<file path="src/rtl/piano_tone_pkg.sv">
// Shared types and constants for the buzzer note scheduler.
// Holds the FSM state encoding, field widths and the pitch half-period table.
package piano_tone_pkg;

    localparam int PITCH_W = 4;
    localparam int DUR_W   = 8;
    localparam int HALF_W  = 11;

    typedef enum logic [1:0] {
        IDLE = 2'd0,
        PLAY = 2'd1,
        GAP  = 2'd2
    } state_t;

    // Half-period of each pitch in microseconds; 0 marks a rest.
    function automatic logic [HALF_W-1:0] half_us(
        input logic [PITCH_W-1:0] pitch
    );
        logic [HALF_W-1:0] h;
        case (pitch)
            4'd1:    h = 11'd1911;
            4'd2:    h = 11'd1703;
            4'd3:    h = 11'd1517;
            4'd4:    h = 11'd1432;
            4'd5:    h = 11'd1276;
            4'd6:    h = 11'd1136;
            4'd7:    h = 11'd1012;
            4'd8:    h = 11'd956;
            4'd9:    h = 11'd851;
            4'd10:   h = 11'd758;
            4'd11:   h = 11'd716;
            4'd12:   h = 11'd638;
            4'd13:   h = 11'd568;
            4'd14:   h = 11'd506;
            default: h = '0;
        endcase
        return h;
    endfunction

endpackage

</file>
<file path="src/rtl/tick_gen_us_ms.sv">
// Microsecond and millisecond tick generator with synchronous clear.
// Ports: clk, rst (sync, active-high), clr (restart phase), us_tick, ms_tick.
module tick_gen_us_ms #(
    parameter int CLK_PER_US = 100,
    parameter int US_PER_MS  = 1000
) (
    input  logic clk,
    input  logic rst,
    input  logic clr,
    output logic us_tick,
    output logic ms_tick
);

    // A divide-by-1 still needs one bit of storage.
    localparam int PRE_W = (CLK_PER_US > 1) ? $clog2(CLK_PER_US) : 1;
    localparam int US_W  = (US_PER_MS > 1) ? $clog2(US_PER_MS) : 1;

    localparam logic [PRE_W-1:0] PRE_LAST = PRE_W'(CLK_PER_US - 1);
    localparam logic [US_W-1:0]  US_LAST  = US_W'(US_PER_MS - 1);

    logic [PRE_W-1:0] pre;
    logic [US_W-1:0]  us_cnt;

    assign us_tick = (pre == PRE_LAST);
    assign ms_tick = us_tick & (us_cnt == US_LAST);

    always_ff @(posedge clk) begin
        if (rst || clr) begin
            pre    <= '0;
            us_cnt <= '0;
        end else if (us_tick) begin
            pre    <= '0;
            us_cnt <= ms_tick ? '0 : us_cnt + 1'b1;
        end else begin
            pre    <= pre + 1'b1;
        end
    end

endmodule

</file>
<file path="src/rtl/note_tone_scheduler.sv">
// Plays one note at a time on the buzzer: square wave, then a silent gap.
// Ports: clk, rst, req_valid/req_ready/req_pitch/req_dur_ms request handshake,
// stop abort, tone_out buzzer drive, busy, note_done pulse, cur_pitch.
module note_tone_scheduler
    import piano_tone_pkg::*;
#(
    parameter int CLK_PER_US = 100,
    parameter int US_PER_MS  = 1000,
    parameter int GAP_MS     = 20
) (
    input  logic               clk,
    input  logic               rst,
    input  logic               req_valid,
    output logic               req_ready,
    input  logic [PITCH_W-1:0] req_pitch,
    input  logic [DUR_W-1:0]   req_dur_ms,
    input  logic               stop,
    output logic               tone_out,
    output logic               busy,
    output logic               note_done,
    output logic [PITCH_W-1:0] cur_pitch
);

    localparam bit NO_GAP = (GAP_MS == 0);
    localparam logic [DUR_W-1:0] GAP_LAST =
        (GAP_MS > 0) ? DUR_W'(GAP_MS - 1) : '0;

    state_t             state, state_n;
    logic [PITCH_W-1:0] pitch_q, pitch_n;
    logic [DUR_W-1:0]   dur_q, dur_n;
    logic [DUR_W-1:0]   ms_cnt, ms_n;
    logic [HALF_W-1:0]  half_cnt, half_n;
    logic               tone_q, tone_n;
    logic               done_q, done_n;
    logic               tick_clr;
    logic               us_tick, ms_tick;
    logic               accept;
    logic [HALF_W-1:0]  half;

    tick_gen_us_ms #(
        .CLK_PER_US (CLK_PER_US),
        .US_PER_MS  (US_PER_MS)
    ) u_tick (
        .clk     (clk),
        .rst     (rst),
        .clr     (tick_clr),
        .us_tick (us_tick),
        .ms_tick (ms_tick)
    );

    assign req_ready = (state == IDLE) & ~stop;
    assign accept    = req_valid & req_ready;
    assign half      = half_us(pitch_q);

    assign tone_out  = tone_q;
    assign busy      = (state != IDLE);
    assign note_done = done_q;
    assign cur_pitch = pitch_q;

    always_ff @(posedge clk) begin
        if (rst) begin
            state    <= IDLE;
            pitch_q  <= '0;
            dur_q    <= '0;
            ms_cnt   <= '0;
            half_cnt <= '0;
            tone_q   <= 1'b0;
            done_q   <= 1'b0;
        end else begin
            state    <= state_n;
            pitch_q  <= pitch_n;
            dur_q    <= dur_n;
            ms_cnt   <= ms_n;
            half_cnt <= half_n;
            tone_q   <= tone_n;
            done_q   <= done_n;
        end
    end

    always_comb begin
        state_n  = state;
        pitch_n  = pitch_q;
        dur_n    = dur_q;
        ms_n     = ms_cnt;
        half_n   = half_cnt;
        tone_n   = tone_q;
        done_n   = 1'b0;
        tick_clr = 1'b0;

        unique case (state)
            IDLE: begin
                tone_n = 1'b0;
                if (accept) begin
                    state_n  = PLAY;
                    pitch_n  = req_pitch;
                    dur_n    = (req_dur_ms == '0) ? DUR_W'(1) : req_dur_ms;
                    ms_n     = '0;
                    half_n   = '0;
                    tick_clr = 1'b1;
                end
            end
            PLAY: begin
                if (us_tick) begin
                    // Rests keep the wave low but still time out normally.
                    if (half == '0) begin
                        tone_n = 1'b0;
                        half_n = '0;
                    end else if (half_cnt == half - 1'b1) begin
                        tone_n = ~tone_q;
                        half_n = '0;
                    end else begin
                        half_n = half_cnt + 1'b1;
                    end
                end
                if (ms_tick) begin
                    // Compare against dur-1 so dur=255 never wraps ms_cnt.
                    if (ms_cnt == dur_q - 1'b1) begin
                        tone_n = 1'b0;
                        half_n = '0;
                        ms_n   = '0;
                        if (NO_GAP) begin
                            state_n = IDLE;
                            done_n  = 1'b1;
                            pitch_n = '0;
                        end else begin
                            state_n = GAP;
                        end
                    end else begin
                        ms_n = ms_cnt + 1'b1;
                    end
                end
            end
            GAP: begin
                tone_n = 1'b0;
                if (ms_tick) begin
                    if (ms_cnt == GAP_LAST) begin
                        state_n = IDLE;
                        done_n  = 1'b1;
                        pitch_n = '0;
                        ms_n    = '0;
                    end else begin
                        ms_n = ms_cnt + 1'b1;
                    end
                end
            end
            default: begin
                state_n = IDLE;
                tone_n  = 1'b0;
                pitch_n = '0;
            end
        endcase

        // Abort wins over every in-flight transition, including completion.
        if (stop && (state != IDLE)) begin
            state_n = IDLE;
            pitch_n = '0;
            ms_n    = '0;
            half_n  = '0;
            tone_n  = 1'b0;
            done_n  = 1'b0;
        end
    end

endmodule
</file>
<file path="config.mk">
export PLATFORM = sky130hd
export DESIGN_NAME = note_tone_scheduler
export DESIGN_NICKNAME = d
export VERILOG_FILES = /design/src/rtl/piano_tone_pkg.sv /design/src/rtl/tick_gen_us_ms.sv /design/src/rtl/note_tone_scheduler.sv
export SDC_FILE = /design/constraint.sdc
export NUM_CORES = 1
export LEC_CHECK = 0
export ABC_AREA = 1
export ABC_CLOCK_PERIOD_IN_PS = 2350
export BUFFER_PORTS_ARGS = -buffer_cell sky130_fd_sc_hd__buf_2
export CAP_MARGIN = 10
export CORE_MARGIN = 3
export CORE_UTILIZATION = 50
export DETAILED_ROUTE_END_ITERATION = 12
export MAX_ROUTING_LAYER = met4
export PLACE_DENSITY_LB_ADDON = 0.15
export SYNTH_ARGS = -nofsm -noshare
export SYNTH_HDL_FRONTEND = slang
export SYNTH_SLANG_ARGS = --single-unit
export TNS_END_PERCENT = 10
</file>
<file path="constraint.sdc">
create_clock -name clk -period 2.35 [get_ports clk]
set_clock_uncertainty 0.2 [all_clocks]
set_input_delay 0.235 -clock clk [delete_from_list [all_inputs] [get_ports clk]]
set_output_delay 0.235 -clock clk [all_outputs]
set_load 0.005 [all_outputs]
</file>
==> metrics.cfg, run 1 <==
[setup_path]
cp_max_fo = 6
ff2ff_setup_slack_ns = 0.04
crit_arrival_ns = 2.34
rr_startpoint = state[1]
worstSetupEndpointType = flip-flop
crit_type = reg2reg
r2r-end = half[3]
critical_path.startpoint_type = flip-flop
crit_required_ns = 2.37
rr_worst_depth = 17

[place]
place_hpwl_um = 7350
dp_slack_ns = -0.0613
placed_area_um2 = 4470
io_buffers = 23
place.gp.congestion = 0.943

[hold_path]
min-delay-start = req_valid
hold_path_depth = 3
holdPathEnd = dur_q[7]
hp-class = in2reg

[logic_synthesis]
synth_warnings = 0
syn-mean-instance-area_um2 = 6.44
synth_edf_count = 0
async_reset_ff_frac = 0
syn_area_um2 = 4070
syn-instance-count = 632
synth_nets = 666
synthDistinctLibCells = 37
synth_seq_cells = 63
synth_ff_type = dfxtp_1
yosysSeqAreaShare = 0.310

[die]
io_pins = 24
die_h_um = 96.2
die_w_um = 96.2
placementRows = 32
initial_utilization = 0.521
core_area_um2 = 7810
dieArea_um2 = 9250

[sta]
max_freq_mhz = 432
fin_crit_ns = 2.31
finalWorstSetupSlack_ns = 0.0369
finalHoldViolations = 0
tightest_slew_ns = 0.416
period_share = 0.984
slew_viol_final = 0
rsz0062_at_grt = true
setup_violations = 0
worst_slew_margin_rel = 0.722
setup_tns_ns = 0
hold_slack_ns = 0.0139

[power]
p_leak_uw = 0.00223
p_per_area_nw_per_um2 = 878
ir_drop_mv = 0.592

[detailed_routing]
wire_per_inst_um = 12.7
drtPass1Iterations = 5
num_vias = 4112
initialDrtViolationCount = 228
viasPerCell = 5.11
postRouteAntennaNets = 0
drc_errors = 0
wl_um = 10200

[global_routing]
antenna_found_initial = 0
grt_pass1_wl_um = 16500
grt_util_all_layers = 0.231
grt_pass1_vias = 3650
overflow = 0
grt_max_degree = 19

[layout]
n_fill_cell = 703
nNetsFinal = 732
area_growth_pct = 22.9
layout_common_cells = 163 x nand2_1, 78 x inv_1, 66 x nand3_1, 60 x nor2_1, 59 x dfxtp_1
drive_gt1_frac = 0.189
multi_input_area_um2 = 2580
register_area_um2 = 1270
antenna_cells = 0
layout_commonest_cell = nand2_1
fin_area_um2 = 5000

[clocking]
cts_tree = yes
clkSlewWorstSetupHoldPaths_ns = 0.07
cts_max_path_buffers = 2
clkSinkCount = 63
cts_buffers = 9
cts_root_buf = clkbuf_8
clock_latency_ns = 0.33
cts_max_level = 3

[job]
max-cap-violations = 0

[outcome]
outcome = completed

-- how the worst max path moves through the flow --
stage / start / to / slack, ns / cells after the start
5_1_grt: ms_cnt[0] / half[5] / -0.12 / 14
3_5_place_dp: state[1] / half[3] / -0.06 / 17
2_1_floorplan: state[0] / half[3] / -0.02 / 18
4_1_cts: state[0] / half[3] / 0.0002 / 13
6_report: state[1] / half[3] / 0.04 / 17
3_3_place_gp: state[0] / half[3] / 0.04 / 15
-- per-stage QoR --
step,util,instances,power (uW)
final,0.641,805,4390
after global routing,0.641,805,4730
after CTS,0.613,795,4200
after detailed placement,0.573,771,3150
after global placement,0.573,771,3110
after floorplan,-,632,2720
-- state kept, by name (all words and copies together), names as in the netlist, 2 cells and up --
signal,count
dur_q,8
half_cnt,11
cur_pitch,4
half,11
state,2
ms_cnt,8
u_tick.us_cnt,10
u_tick.pre,7
-- synth_stat cells (3+ instances only) --
master / count / area share
nand2_2: 7 / 0.011
nand2_1: 168 / 0.16
clkbuf_1: 4 / 0.0037
nand3_1: 73 / 0.090
nand4_1: 7 / 0.011
inv_1: 85 / 0.078
dfxtp_1: 63 / 0.31
nor2_1: 65 / 0.060
xnor2_1: 8 / 0.017
a21oi_1: 43 / 0.053
nand3b_1: 6 / 0.011
nor3_1: 13 / 0.016
o21ai_0: 23 / 0.028
nand2_4: 3 / 0.0083
ha_1: 18 / 0.055
xor2_1: 11 / 0.024
nor3b_1: 4 / 0.0074
-- routing by layer --
| metal | wire, um | vias up | part of all wire | GRT usage |
|---|---|---|---|---|
| met1 | 4880 | 1829 | 0.48 | 0.304 |
| met4 | 191 | 0 | 0.019 | 0.0746 |
| li1 | - | 2160 | - | - |
| met3 | 395 | 21 | 0.039 | 0.0414 |
| met2 | 4720 | 102 | 0.46 | 0.358 |
| met5 | 0 | - | 0 | - |
-- report_power, final --
part | switching, uW | internal [uW] | total [uW]
registers | 115 | 1220 | 1340
clock network | 417 | 574 | 991
logic | 1260 | 799 | 2060
-- cell type report --
| cell class | instances | share of cell area |
|---|---|---|
| timing repair buffer | 65 | 0.0898 |
| timing repair inverter | 1 | 0.00150 |
| clock buffer | 13 | 0.0338 |
| multi-input combinational | 468 | 0.517 |
| sequential | 63 | 0.253 |
| inverter | 90 | 0.0713 |
| tap | 102 | 0.0255 |
| clock inverter | 3 | 0.00801 |
-- logic make-up (layout without fill, tap and decap cells) --
| logic type | after synthesis | count (layout) | share of synthesized area |
|---|---|---|---|
| and+or+nand+nor | 357 | 357 | 0.395 |
| AOI/OAI and AO/OA | 74 | 74 | 0.0975 |
| xor gates and xnor gates | 19 | 19 | 0.0409 |
| adders and majority gates | 18 | 18 | 0.0554 |
| DFF | 63 | 63 | 0.310 |
| buffers and inverters | 101 | 172 | 0.101 |
-- critical path: stages, from the launching register on --
cell and delay [ns]:
dfxtp_2 0.34, inv_4 0.07, ha_4 0.16, inv_6 0.04
nor2_8 0.11, nand2_4 0.06, nand2_4 0.07, nand2_4 0.05
a21oi_4 0.21, nand2_4 0.12, nand2_4 0.09, nand3_4 0.12
ha_4 0.31, inv_2 0.04, nand2_2 0.07, nand2_1 0.05
nand2_1 0.05, nand2_1 0.05
-- what timing repair did --
item / in CTS / in global routing
buffers inserted: 2 / 9
resized for setup: 6 / 38
setup endpoints to repair: 5 / 29
hold buffers: 6 / 0
pin swaps: 3 / 17
gates cloned: 0 / 1
endpoints found under the hold margin: 6 / 0
Power figures use the tool's default switching activity.
==> run 2: changes to the inputs <==
--- a/config.mk
+++ b/config.mk
@@ -6,7 +6,7 @@
 export NUM_CORES = 1
 export LEC_CHECK = 0
 export ABC_AREA = 1
-export ABC_CLOCK_PERIOD_IN_PS = 2350
+export ABC_CLOCK_PERIOD_IN_PS = 2410
 export BUFFER_PORTS_ARGS = -buffer_cell sky130_fd_sc_hd__buf_2
 export CAP_MARGIN = 10
 export CORE_MARGIN = 3
==> constraint.sdc (replaced) <==
create_clock -name clk -period 2.41 [get_ports clk]
set_clock_uncertainty 0.2 [all_clocks]
set_input_delay 0.241 -clock clk [delete_from_list [all_inputs] [get_ports clk]]
set_output_delay 0.241 -clock clk [all_outputs]
set_load 0.005 [all_outputs]
==> run 2 against run 1 <==
  * Critical path depth grew 1
  * Sequential power barely moved
  * Largest power group unchanged
  * Power about the same
  * Final cell count is 0.37% lower
  * Critical endpoint unchanged
  * Fmax shrank 3.0%
  * Cell area shrank 0.38%
  * Non-clock buffer count is 3 lower
  * Worst hold slack got worse by 0.0050 ns
  * Sequential cell count unchanged
  * Largest cell class unchanged
  * Critical path type unchanged
==> metrics.cfg, run 2 (same netlist as run 1, synthesis figures left out) <==
[outcome]
outcome = completed

[setup_path]
worstSetupEndpointType = flip-flop
cp_num_buf_inv = 5  ; +2
worst_path_largest_cell_delay_ns = 0.34  ; about the same
crit_arrival_ns = 2.47  ; +0.13 ns
crit_type = reg2reg
critical_path.startpoint_type = flip-flop
cpMaxStageDelayCell = dfxtp_2
cpMostUsedCell = nand2_4
rr_worst_depth = 18  ; +1
crit_family = simple AND/OR/NAND/NOR gates
crit_required_ns = 2.50  ; +0.13 ns
crit_cells = 18  ; +1
cp_cell_sequence = inv_2, ha_4, inv_4, nor2_8, nand2_4, nand2_4, nand2_4, a21oi_4, nand2_4, nand2_2, nand3_4, inv_4, buf_4, ha_2, inv_1, nand2_1, nand3_1, nand2_1
cp_max_fo = 7  ; +1

[hold_path]
hold_path_depth = 3  ; unchanged
hp-class = in2reg

[sta]
period_share = 0.990  ; +0.00537
slew_viol_final = 0  ; unchanged
max_freq_mhz = 419  ; -3.0%
finalWorstSetupSlack_ns = 0.0249  ; -0.0120 ns
setup_violations = 0  ; unchanged
setup_tns_ns = 0  ; unchanged
worst_slew_margin_rel = 0.735  ; +0.0131
rsz0062_at_grt = true
tightest_slew_ns = 0.396  ; -0.0196 ns
finalHoldViolations = 0  ; unchanged
fin_crit_ns = 2.39  ; +0.0720 ns

[clocking]
clock_latency_ns = 0.35  ; +0.02 ns
cts_max_level = 3  ; unchanged
clkSinkCount = 63  ; unchanged
cts_tree = yes
clkSlewWorstSetupHoldPaths_ns = 0.08  ; about the same
cts_root_buf = clkbuf_8
cts_max_path_buffers = 2  ; unchanged
cts_buffers = 9  ; unchanged

[power]
p_per_area_nw_per_um2 = 881  ; +0.39%
ir_drop_mv = 0.548  ; -7.4%
p_leak_uw = 0.00221  ; -0.92%

[die]
initial_utilization = 0.521  ; unchanged
die_h_um = 96.2  ; unchanged
die_w_um = 96.2  ; unchanged
dieArea_um2 = 9250  ; unchanged
io_pins = 24  ; unchanged
placementRows = 32  ; unchanged
core_area_um2 = 7810  ; unchanged

[detailed_routing]
num_vias = 4162  ; +1.2%
initialDrtViolationCount = 257  ; +13%
drtPass1Iterations = 5  ; unchanged
viasPerCell = 5.19  ; +1.6%
postRouteAntennaNets = 0  ; unchanged
wl_um = 10500  ; +2.9%
wire_per_inst_um = 13.1  ; +3.3%
drc_errors = 0  ; unchanged

[layout]
n_fill_cell = 701  ; -0.28%
layout_common_cells = 164 x nand2_1, 78 x inv_1, 67 x nand3_1, 61 x nor2_1, 58 x dfxtp_1
final_cells = 802  ; -0.37%
drive_gt1_frac = 0.187  ; -0.00205
layout_commonest_cell = nand2_1
nNetsFinal = 729  ; -0.41%
antenna_cells = 0  ; unchanged
area_growth_pct = 22.5

[global_routing]
antenna_found_initial = 0  ; unchanged
grt_max_degree = 19  ; unchanged
grt_pass1_wl_um = 16600  ; +0.80%
overflow = 0  ; unchanged
grt_util_all_layers = 0.231  ; +0.000374
grt_pass1_vias = 3769  ; +3.3%

[place]
placed_cells = 764  ; -0.91%
place.gp.congestion = 0.992  ; +5.1%
dp_slack_ns = -0.0796  ; -0.0183 ns
io_buffers = 23  ; unchanged
place_hpwl_um = 7520  ; +2.3%

[job]
max-cap-violations = 0  ; unchanged

[run 2: final timing paths]
kind                                    start             to  slack, ns
worst max-delay path                 state[1]        half[3]       0.02
worst min-delay path                req_valid       dur_q[7]      0.009
worst max register to register       state[1]        half[3]       0.02
worst min register to register  u_tick.pre[0]  u_tick.pre[0]       0.23
[run 2: worst reg2reg max path: stages, from the launching register on]
cell     delay (ns)
dfxtp_2        0.34
inv_2          0.08
ha_4           0.15
inv_4          0.05
nor2_8         0.11
nand2_4        0.06
nand2_4        0.08
nand2_4        0.05
a21oi_4        0.22
nand2_4        0.11
nand2_2        0.10
nand3_4        0.13
inv_4          0.11
buf_4          0.12
ha_2           0.17
inv_1          0.04
nand2_1        0.05
nand3_1        0.10
nand2_1        0.07
[run 2: area by class of cell]
| cell class | count | area, um^2 | area share |
|---|---|---|---|
| timing repair buffer | 62 | 437 | 0.0876 |
| multi-input combinational | 468 | 2560 | 0.514 |
| tap | 102 | 128 | 0.0256 |
| inverter | 90 | 352 | 0.0706 |
| clock buffer | 10 | 138 | 0.0276 |
| timing repair inverter | 1 | 7.51 | 0.00151 |
| clock inverter | 6 | 92.6 | 0.0186 |
| sequential | 63 | 1270 | 0.254 |
[run 2: report_power, final]
group	internal (uW)	total (uW)	switching, uW
registers	1190	1310	112
clock network	617	1060	448
logic	783	2020	1240
[run 2: what timing repair did]
item	in CTS	in global routing
pin swaps	3	16
resized for setup	5	34
setup endpoints to repair	6	31
gates cloned	0	1
buffers inserted	4	12
hold buffers	5	0
endpoints found under the hold margin	5	0
[run 2: metal layers]
metal  GRT usage  vias up  routed length (um)
met3      0.0328       20                 384
met1       0.307     1904                4990
met5           -        -                   0
met4      0.0853        0                 204
met2       0.356       98                4910
li1            -     2140                   -
[run 2: stage by stage]
stage	power, uW	cell area [um^2]	util	hold slack, ns
after floorplan	2650	4110	-	0.110
after global placement	3000	4430	0.568	0.231
after detailed placement	3050	4430	0.568	0.247
after CTS	4170	4760	0.610	0.00703
after global routing	4700	4980	0.638	0.0324
final	4390	4980	0.638	0.00893
==> run 3: changes to the inputs <==
--- a/config.mk
+++ b/config.mk
@@ -11,8 +11,9 @@
 export CAP_MARGIN = 10
 export CORE_MARGIN = 3
 export CORE_UTILIZATION = 50
+export CTS_BUF_LIST = sky130_fd_sc_hd__clkbuf_16
 export DETAILED_ROUTE_END_ITERATION = 12
-export MAX_ROUTING_LAYER = met4
+export GPL_TIMING_DRIVEN = 0
 export PLACE_DENSITY_LB_ADDON = 0.15
 export SYNTH_ARGS = -nofsm -noshare
 export SYNTH_HDL_FRONTEND = slang
==> run 3 against run 2 <==
  * Count of clock-buffer cells in the layout down 1
  * Sequential cell count unchanged
  * Largest power group unchanged
  * Critical path type unchanged
  * First-iteration DRC count decreased by 35%
  * Highest routed layer unchanged
  * Power grew 8.7%
  * Critical endpoint is now half[7]
  * Worst hold slack gained 0.0026 ns
==> metrics.cfg, run 3 (same netlist as run 1, synthesis figures left out) <==
[power]
ir_drop_mv = 0.698  ; +27%
p_per_area_nw_per_um2 = 932  ; +5.7%
p_leak_uw = 0.00225  ; +1.5%

[layout]
antenna_cells = 0  ; unchanged
layout_commonest_cell = nand2_1
n_fill_cell = 698  ; -0.43%
fin_area_um2 = 5120  ; +2.8%
drive_gt1_frac = 0.199  ; +0.0123
layout_common_cells = 163 x nand2_1, 77 x inv_1, 63 x nand3_1, 62 x nor2_1, 56 x dfxtp_1
nNetsFinal = 726  ; -0.41%
register_area_um2 = 1270  ; +0.59%
multi_input_area_um2 = 2660  ; +3.9%
area_growth_pct = 25.9

[detailed_routing]
dr_wl_met3_um = 430  ; +12%
wire_per_inst_um = 12.9  ; -1.0%
viasPerCell = 5.17  ; -0.35%
met1_length_um = 4650  ; -6.7%
initialDrtViolationCount = 168  ; -35%
drc_errors = 0  ; unchanged
highest_layer = met4
wl_um = 10300  ; -1.4%
drtPass1Iterations = 5  ; unchanged
postRouteAntennaNets = 0  ; unchanged
num_vias = 4132  ; -0.72%
wl_met2_um = 5030  ; +2.5%

[global_routing]
grt_util_all_layers = 0.237  ; +0.00579
overflow = 0  ; unchanged
grt_max_degree = 12  ; -7
grt_pass1_wl_um = 17400  ; +5.0%
grt_pass1_vias = 3936  ; +4.4%
antenna_found_initial = 0  ; unchanged

[sta]
period_share = 0.984  ; -0.00609
setup_violations = 0  ; unchanged
finalHoldViolations = 0  ; unchanged
max_freq_mhz = 422  ; +0.62%
fin_crit_ns = 2.37  ; -0.0147 ns
tightest_slew_ns = 0.500  ; +0.103 ns
hold_slack_ns = 0.0115  ; +0.00262 ns
rsz0062_at_grt = true
worst_slew_margin_rel = 0.667  ; -0.0679
slew_viol_final = 0  ; unchanged

[job]
max-cap-violations = 0  ; unchanged

[place]
io_buffers = 23  ; unchanged
place.gp.congestion = 0.951  ; -4.1%
placed_area_um2 = 4350  ; -1.8%
place_hpwl_um = 7050  ; -6.3%

[die]
die_h_um = 96.2  ; unchanged
core_area_um2 = 7810  ; unchanged
initial_utilization = 0.521  ; unchanged
placementRows = 32  ; unchanged
dieArea_um2 = 9250  ; unchanged
io_pins = 24  ; unchanged
die_w_um = 96.2  ; unchanged

[setup_path]
crit_type = reg2reg
cp_max_fo = 5  ; -2
rr_startpoint = state[0]
critical_path.startpoint_type = flip-flop
ff2ff_setup_slack_ns = 0.04  ; about the same
crit_required_ns = 2.42  ; -0.08 ns
rr_worst_depth = 13  ; -5
worstSetupEndpointType = flip-flop
crit_arrival_ns = 2.38  ; -0.09 ns
r2r-end = half[7]

[hold_path]
min-delay-start = req_dur_ms[7]
holdPathEnd = dur_q[7]
hp-class = in2reg
hold_path_depth = 3  ; unchanged

[clocking]
cts_root_buf = clkbuf_16
cts_tree = yes
clkSinkCount = 63  ; unchanged
clkSlewWorstSetupHoldPaths_ns = 0.05  ; -0.03 ns
cts_max_path_buffers = 2  ; unchanged
cts_buffers = 9  ; unchanged
cts_max_level = 3  ; unchanged
clock_latency_ns = 0.33  ; -0.02 ns

[outcome]
outcome = completed

==> run 3: power by group <==
| group | leakage [uW] | switching [uW] | internal (uW) |
|---|---|---|---|
| combinational | 0.00157 | 1260 | 823 |
| sequential | 0.000517 | 115 | 1200 |
| clock | 0.000154 | 475 | 897 |
| total | 0.00225 | 1850 | 2920 |
==> run 3: layer usage <==
| metal | global-route usage | up-vias |
|---|---|---|
| met5 | 0 | - |
| met4 | 0.0841 | 0 |
| met3 | 0.0422 | 25 |
| met2 | 0.404 | 81 |
| met1 | 0.297 | 1881 |
| li1 | - | 2145 |
==> run 3: how the worst max path moves through the flow <==
stage | from | to | slack [ns] | cells past startpoint
global placement | state[0] | half_cnt[3] | -0.31 | 8
detailed placement | u_tick.pre[0] | half[3] | -0.32 | 16
CTS | ms_cnt[1] | half[3] | 0.0006 | 14
finish | state[0] | half[7] | 0.04 | 13
floorplan | state[0] | half[3] | 0.004 | 18
global route | state[1] | half[7] | -0.09 | 19
==> run 3: layout make-up <==
cell class              count  share of cell area
repair buffers             50              0.0647
plain buffers              10              0.0115
inverters                  90              0.0694
flip-flops and latches     63               0.249
well taps                 102              0.0249
multi-input cells         468               0.519
clock inverters             7              0.0173
clock buffers               9              0.0440
==> run 3: critical path, cell delays in order, from the launching register on <==
cell	delay (ns)
dfxtp_2	0.33
inv_2	0.05
buf_4	0.13
ha_1	0.30
a21oi_4	0.30
nand2_4	0.12
nand2_4	0.09
nand3_4	0.11
inv_4	0.11
buf_6	0.12
ha_2	0.17
nand3_1	0.08
nand3_1	0.08
nand2_1	0.06
==> run 3: what timing repair did <==
action	4_1_cts	5_1_grt
hold buffers	1	0
setup endpoints to repair	29	28
pin swaps	13	24
resized for setup	25	44
endpoints found under the hold margin	3	0
setup buffers	21	5
==> run 3: metrics by stage <==
stage	total power [uW]	TNS, ns	worst slack (ns)	utilization	instances
2_1_floorplan	2650	0	0.00356	-	632
3_3_place_gp	2970	-5.27	-0.313	0.558	757
3_5_place_dp	3010	-5.45	-0.323	0.558	757
4_1_cts	4610	0	0.000602	0.632	795
5_1_grt	5130	-0.227	-0.0901	0.656	799
6_report	4770	0	0.0396	0.656	799
